File: config.mk
export PLATFORM = sky130hd
export DESIGN_NAME = light_conflict_monitor
export DESIGN_NICKNAME = d
export VERILOG_FILES = /design/src/rtl/light_conflict_monitor.sv
export SDC_FILE = /design/constraint.sdc
export NUM_CORES = 1
export LEC_CHECK = 0
export CORE_UTILIZATION = 52
export CTS_BUF_LIST = sky130_fd_sc_hd__clkbuf_16
export DETAILED_ROUTE_END_ITERATION = 8
export PLACE_DENSITY_LB_ADDON = 0.08
export RECOVER_POWER = 50
export SETUP_SLACK_MARGIN = 0.1
export SYNTH_ARGS = -nofsm -noshare
export SYNTH_HDL_FRONTEND = slang
export SYNTH_SLANG_ARGS = --single-unit
File: constraint.sdc
create_clock -name clk -period 2.7 [get_ports clk]
set_clock_uncertainty 0.05 [all_clocks]
set_input_delay 0.54 -clock clk [delete_from_list [all_inputs] [get_ports clk]]
set_output_delay 0.54 -clock clk [all_outputs]
set_load 0.05 [all_outputs]
File: src/rtl/light_conflict_monitor.sv
// Safety stage behind the traffic light controller: registers the four light
// commands, rejects invalid encodings, conflicting greens and illegal colour
// sequences, and on any violation latches a fault and flashes all lamps red
// until an explicit clear is requested while every command is red.
module light_conflict_monitor #(
   parameter int MIN_YELLOW = 2,
   parameter int FLASH_HALF = 4
) (
   input  logic       clk,
   input  logic       rst,
   input  logic [2:0] light_M1_in,
   input  logic [2:0] light_S_in,
   input  logic [2:0] light_MT_in,
   input  logic [2:0] light_M2_in,
   input  logic       fault_clr,
   output logic [2:0] lamp_M1,
   output logic [2:0] lamp_S,
   output logic [2:0] lamp_MT,
   output logic [2:0] lamp_M2,
   output logic       fault,
   output logic [2:0] fault_code
);

   localparam logic [2:0] RED = 3'b100;
   localparam logic [2:0] YEL = 3'b010;
   localparam logic [2:0] GRN = 3'b001;
   localparam logic [2:0] OFF = 3'b000;

   localparam int CW = (2 * FLASH_HALF > 1) ? $clog2(2 * FLASH_HALF) : 1;
   localparam int YW = $clog2(MIN_YELLOW + 1);
   localparam logic [CW-1:0] FLASH_LAST   = CW'(2 * FLASH_HALF - 1);
   localparam logic [CW-1:0] FLASH_HALF_C = CW'(FLASH_HALF);
   localparam logic [YW-1:0] MIN_YEL_C    = YW'(MIN_YELLOW);

   // Direction order everywhere: 0 = M1, 1 = S, 2 = MT, 3 = M2
   logic [2:0]    in_w      [4];
   logic [2:0]    lamp_q    [4];
   logic [2:0]    lamp_d    [4];
   logic [2:0]    prev_q    [4];
   logic [2:0]    prev_d    [4];
   logic [YW-1:0] yel_cnt_q [4];
   logic [YW-1:0] yel_cnt_d [4];

   logic          fault_q, fault_d;
   logic [2:0]    fault_code_q, fault_code_d;
   logic [CW-1:0] flash_cnt_q, flash_cnt_d;

   logic [3:0]    invalid_w;
   logic [3:0]    active_w;
   logic [3:0]    red_w;
   logic [3:0]    seq_bad_w;
   logic          conflict_w;
   logic [2:0]    cause_w;

   assign in_w[0] = light_M1_in;
   assign in_w[1] = light_S_in;
   assign in_w[2] = light_MT_in;
   assign in_w[3] = light_M2_in;

   // Per-direction encoding check, sequence check and history tracking.
   // History follows the raw inputs in every mode, so a clear resumes with
   // an accurate picture of what the controller is driving.
   for (genvar gi = 0; gi < 4; gi++) begin : g_dir
      assign invalid_w[gi] = !((in_w[gi] == RED) || (in_w[gi] == YEL) || (in_w[gi] == GRN));
      assign active_w[gi]  = (in_w[gi] != RED);
      assign red_w[gi]     = (in_w[gi] == RED);
      assign seq_bad_w[gi] = !((in_w[gi] == prev_q[gi]) ||
                               ((prev_q[gi] == RED) && (in_w[gi] == GRN)) ||
                               ((prev_q[gi] == GRN) && (in_w[gi] == YEL)) ||
                               ((prev_q[gi] == YEL) && (in_w[gi] == RED) &&
                                (yel_cnt_q[gi] >= MIN_YEL_C)));
      assign prev_d[gi]    = in_w[gi];
      assign yel_cnt_d[gi] = (in_w[gi] != YEL)            ? '0 :
                             (yel_cnt_q[gi] == MIN_YEL_C) ? yel_cnt_q[gi] :
                                                            yel_cnt_q[gi] + YW'(1);
   end

   // Side road may not run with any main movement; turn may not run with M2
   assign conflict_w = (active_w[1] && (active_w[0] || active_w[2] || active_w[3])) ||
                       (active_w[2] && active_w[3]);

   // Fault cause priority: invalid > conflict > sequence
   always_comb begin
      cause_w = 3'd0;
      if (|invalid_w) begin
         cause_w = 3'd1;
      end else if (conflict_w) begin
         cause_w = 3'd2;
      end else if (|seq_bad_w) begin
         cause_w = 3'd3;
      end
   end

   // Next-state for lamps, fault latch and flash counter
   always_comb begin
      fault_d      = fault_q;
      fault_code_d = fault_code_q;
      flash_cnt_d  = flash_cnt_q;
      for (int i = 0; i < 4; i++) begin
         lamp_d[i] = lamp_q[i];
      end
      if (!fault_q) begin
         if (cause_w != 3'd0) begin
            fault_d      = 1'b1;
            fault_code_d = cause_w;
            flash_cnt_d  = '0;
            for (int i = 0; i < 4; i++) begin
               lamp_d[i] = RED;
            end
         end else begin
            for (int i = 0; i < 4; i++) begin
               lamp_d[i] = in_w[i];
            end
         end
      end else if (fault_clr && (&red_w)) begin
         fault_d      = 1'b0;
         fault_code_d = 3'd0;
         flash_cnt_d  = '0;
         for (int i = 0; i < 4; i++) begin
            lamp_d[i] = RED;
         end
      end else begin
         flash_cnt_d = (flash_cnt_q == FLASH_LAST) ? '0 : flash_cnt_q + CW'(1);
         for (int i = 0; i < 4; i++) begin
            lamp_d[i] = (flash_cnt_d < FLASH_HALF_C) ? RED : OFF;
         end
      end
   end

   // State registers with synchronous reset to all-red, no fault
   always_ff @(posedge clk) begin
      if (rst) begin
         fault_q      <= 1'b0;
         fault_code_q <= 3'd0;
         flash_cnt_q  <= '0;
         for (int i = 0; i < 4; i++) begin
            lamp_q[i]    <= RED;
            prev_q[i]    <= RED;
            yel_cnt_q[i] <= '0;
         end
      end else begin
         fault_q      <= fault_d;
         fault_code_q <= fault_code_d;
         flash_cnt_q  <= flash_cnt_d;
         for (int i = 0; i < 4; i++) begin
            lamp_q[i]    <= lamp_d[i];
            prev_q[i]    <= prev_d[i];
            yel_cnt_q[i] <= yel_cnt_d[i];
         end
      end
   end

   assign lamp_M1    = lamp_q[0];
   assign lamp_S     = lamp_q[1];
   assign lamp_MT    = lamp_q[2];
   assign lamp_M2    = lamp_q[3];
   assign fault      = fault_q;
   assign fault_code = fault_code_q;

endmodule

==> results of run 1 <==
==> power by group through the flow <==
stage	clock (W)	sequential (W)	combinational [W]
CTS	0.000553	0.000591	0.000156
global route	0.000572	0.000593	0.000169
global placement	0	0.000601	0.000151
floorplan	0	0.000607	0.0000984
detailed placement	0	0.000603	0.000155
finish	0.000535	0.000591	0.000154
==> logic make-up after synthesis <==
family | share of synthesized area (%)
simple gates | 27.8
compound gates | 14.8
flops | 39.8
buf+inv | 5.64
xor+xnor | 7.80
fa+ha+maj | 3.93
other cells | 0.196
==> per-stage QoR <==
stage | instances | util [%] | area, sq um | hold WS [ps] | setup TNS (ps)
after floorplan | 197 | - | 1910 | 383 | 0
after global routing | 285 | 71.2 | 2430 | 439 | 0
after detailed placement | 277 | 67.4 | 2300 | 401 | -362
final | 285 | 71.2 | 2430 | 426 | 0
after global placement | 277 | 67.4 | 2300 | 397 | -0.473
after CTS | 285 | 71.5 | 2440 | 425 | 0
==> area by class of cell <==
| cell class | instances | area share, % |
|---|---|---|
| inverter | 9 | 1.39 |
| multi-input combinational | 139 | 42.8 |
| clock inverter | 3 | 0.514 |
| tap | 46 | 2.37 |
| timing repair buffer | 45 | 16.6 |
| sequential | 38 | 31.3 |
| clock buffer | 5 | 5.14 |
==> path summary, 6_finish.rpt <==
kind	start	end	slack (ps)
setup / recovery	light_M1_in[0]	lamp_q[3][2]	190
hold / removal	flash_cnt_q[2]	flash_cnt_q[2]	430
setup reg to reg	prev_q[0][2]	lamp_q[3][2]	790
hold reg to reg	flash_cnt_q[2]	flash_cnt_q[2]	430
==> state kept, by name (all words and copies together) (netlist names) <==
signal / cells
flash_cnt_q: 3
lamp_q: 12
fault_code: 2
prev_q: 12
yel_cnt_q: 8
fault: 1
==> synthesized netlist by cell type, types with 5 or more instances <==
library cell / number / area [sq um]
nor2b_1: 8 / 50.1
and2_1: 9 / 56.3
a21oi_1: 12 / 60.1
xnor2_1: 6 / 52.6
ha_1: 6 / 75.1
inv_1: 9 / 33.8
nor2_1: 23 / 86.3
dfxtp_1: 38 / 761
nor3b_1: 6 / 45.0
buf_2: 5 / 25.0
nor4bb_1: 8 / 80.1
o21ai_0: 5 / 25.0
xor2_1: 11 / 96.3
==> metal layers <==
metal	up-vias	GRT usage [%]
li1	771	-
met1	696	26.1
met2	31	34.9
met3	8	6.02
met4	0	7.56
met5	-	0
==> key figures, run 1 <==
Timing
  – Hold Violations, Final: 0
  – Final Slew Violations: 0
  – # setup viols final: 0
  – Worst Slack Setup Final: 193 ps
  – Worst rel slew slack: 63.6%
  – Crit path time final: 2510 ps
  – RSZ-0062 raised after global routing: false
  – Period utilisation layout: 92.9%
  – Least-Margin Pin Slew: 544 ps
  – Maximum clock frequency: 399 MHz

Logic synthesis
  – Sequential fraction of the synthesis area: 39.8%
  – Number of synthesized flops with an enable pin: 0
  – Seq cells post-synth: 38
  – Async set or reset register ratio after synthesis: 0%
  – Mapped cell area: 1910 sq um
  – Synth Flop Type: dfxtp_1
  – Synthesis warning total: 0
  – Net Count, Synth: 218
  – Post-Synthesis Cells: 197
  – Syn avg cell area: 9.69 sq um
  – Synth cell types: 44

Pwr
  – Flop pwr share: 46.2%
  – Pwr Density: 526 nW/um^2
  – Total power: 0.00128 W
  – Max VDD drop: 0.000369 V
  – Sw Share: 23.1%
  – Combinational power share: 12.0%
  – Clock network fraction of total power: 41.8%
  – Pint: 0.000984 W
  – Net Switching: 0.000296 W
  – Static leakage: 0.986 nW

Cells and area
  – Layout Area Growth over Synthesis: 27.5%
  – Register area: 761 sq um
  – Most common cell after layout, fill and taps aside: dfxtp_1
  – Layout cells sized above 1: 14.6%
  – Final nets: 259
  – # diodes: 0
  – Layout fillers: 261
  – Multi-input gate area: 1040 sq um
  – Most frequent cells in the layout: dfxtp_1 (38), nor2_1 (23), clkdlybuf4s50_1 (22), buf_4 (14), a21oi_1 (12)

Critical path
  – Cell Chain, Critical Path: clkdlybuf4s50_1 > xor2_1 > o311ai_1 > nand4_4 > buf_4 > nor3_2 > a21oi_1
  – Top cell family by delay on the critical path: buffers and inverters
  – Crit. End Element: register
  – Worst path bufs/invs: 2
  – Critical Path RT: 2790 ps
  – CP max stage cell: clkdlybuf4s50_1
  – Worst r2r path cells: 7
  – Critical path startpoint category: input pin
  – Worst path max stage delay: 590 ps
  – Setup Crit Path Kind: input pin to register
  – Arrival @ worst endpoint: 2590 ps
  – Total stage count of the critical path: 7
  – Crit-path max FO: 10

Route
  – Routed wl met3: 159 um
  – Detailed Route WL: 3680 um
  – 1st-iter DRT viols: 57
  – DR DRC count: 0
  – Via count: 1506
  – Routed length on met2: 1780 um
  – WL/cell: 12.9 um
  – Via-to-Cell Ratio: 5.28
  – 1st-pass router iterations: 4
  – Wire length on met1: 1680 um
  – Highest routed metal layer: met4
  – Post-route ant nets: 0

Clock tree
  – Clock sinks: 38
  – CTS tree: yes
  – Post-CTS setup buffer count: 0
  – Clk root buf: clkbuf_16
  – Clk buf depth: 2
  – CTS buffer count: 5
  – Post-CTS Hold Fix Bufs: 0
  – # H-tree levels: 2
  – Worst skew pair latency: 280 ps
  – Clock slew at reported path FFs: 50 ps
  – Post_cts resized: 0

Floorplan
  – FP Rows: 21
  – Die Ht: 62.6 um
  – Core area: 3420 sq um
  – DIE AREA: 3920 sq um
  – Die Wd: 62.6 um
  – Starting Density: 55.9%
  – IO Count: 31

Hold path
  – Min-delay worst type: register to register
  – Hold Crit Depth: 1

GRT
  – Vias in the first global route: 1441
  – Largest net degree at the start of global routing: 12
  – Initial antenna violation count: 0
  – First-pass GRT wire length: 6480 um
  – GR Util All Layers: 21.2%
  – Congestion Overflow GR: 0

Placed design
  – PortBufs: 29
  – Dpl hpwl: 2860 um
  – GP Congestion: 0.842
  – Pre-CTS setup slack: -84.1 ps

Status
  – Run status: completed

Job
  – Max-cap violations: 0
Power figures use the tool's default switching activity.
==> inputs of run 2 (changes only) <==
--- a/config.mk
+++ b/config.mk
@@ -11,6 +11,7 @@
 export PLACE_DENSITY_LB_ADDON = 0.08
 export RECOVER_POWER = 50
 export SETUP_SLACK_MARGIN = 0.1
+export SLEW_MARGIN = 5
 export SYNTH_ARGS = -nofsm -noshare
 export SYNTH_HDL_FRONTEND = slang
 export SYNTH_SLANG_ARGS = --single-unit
==> results of run 2 <==
Final layout, timing and power as in run 1 (identical DEF).
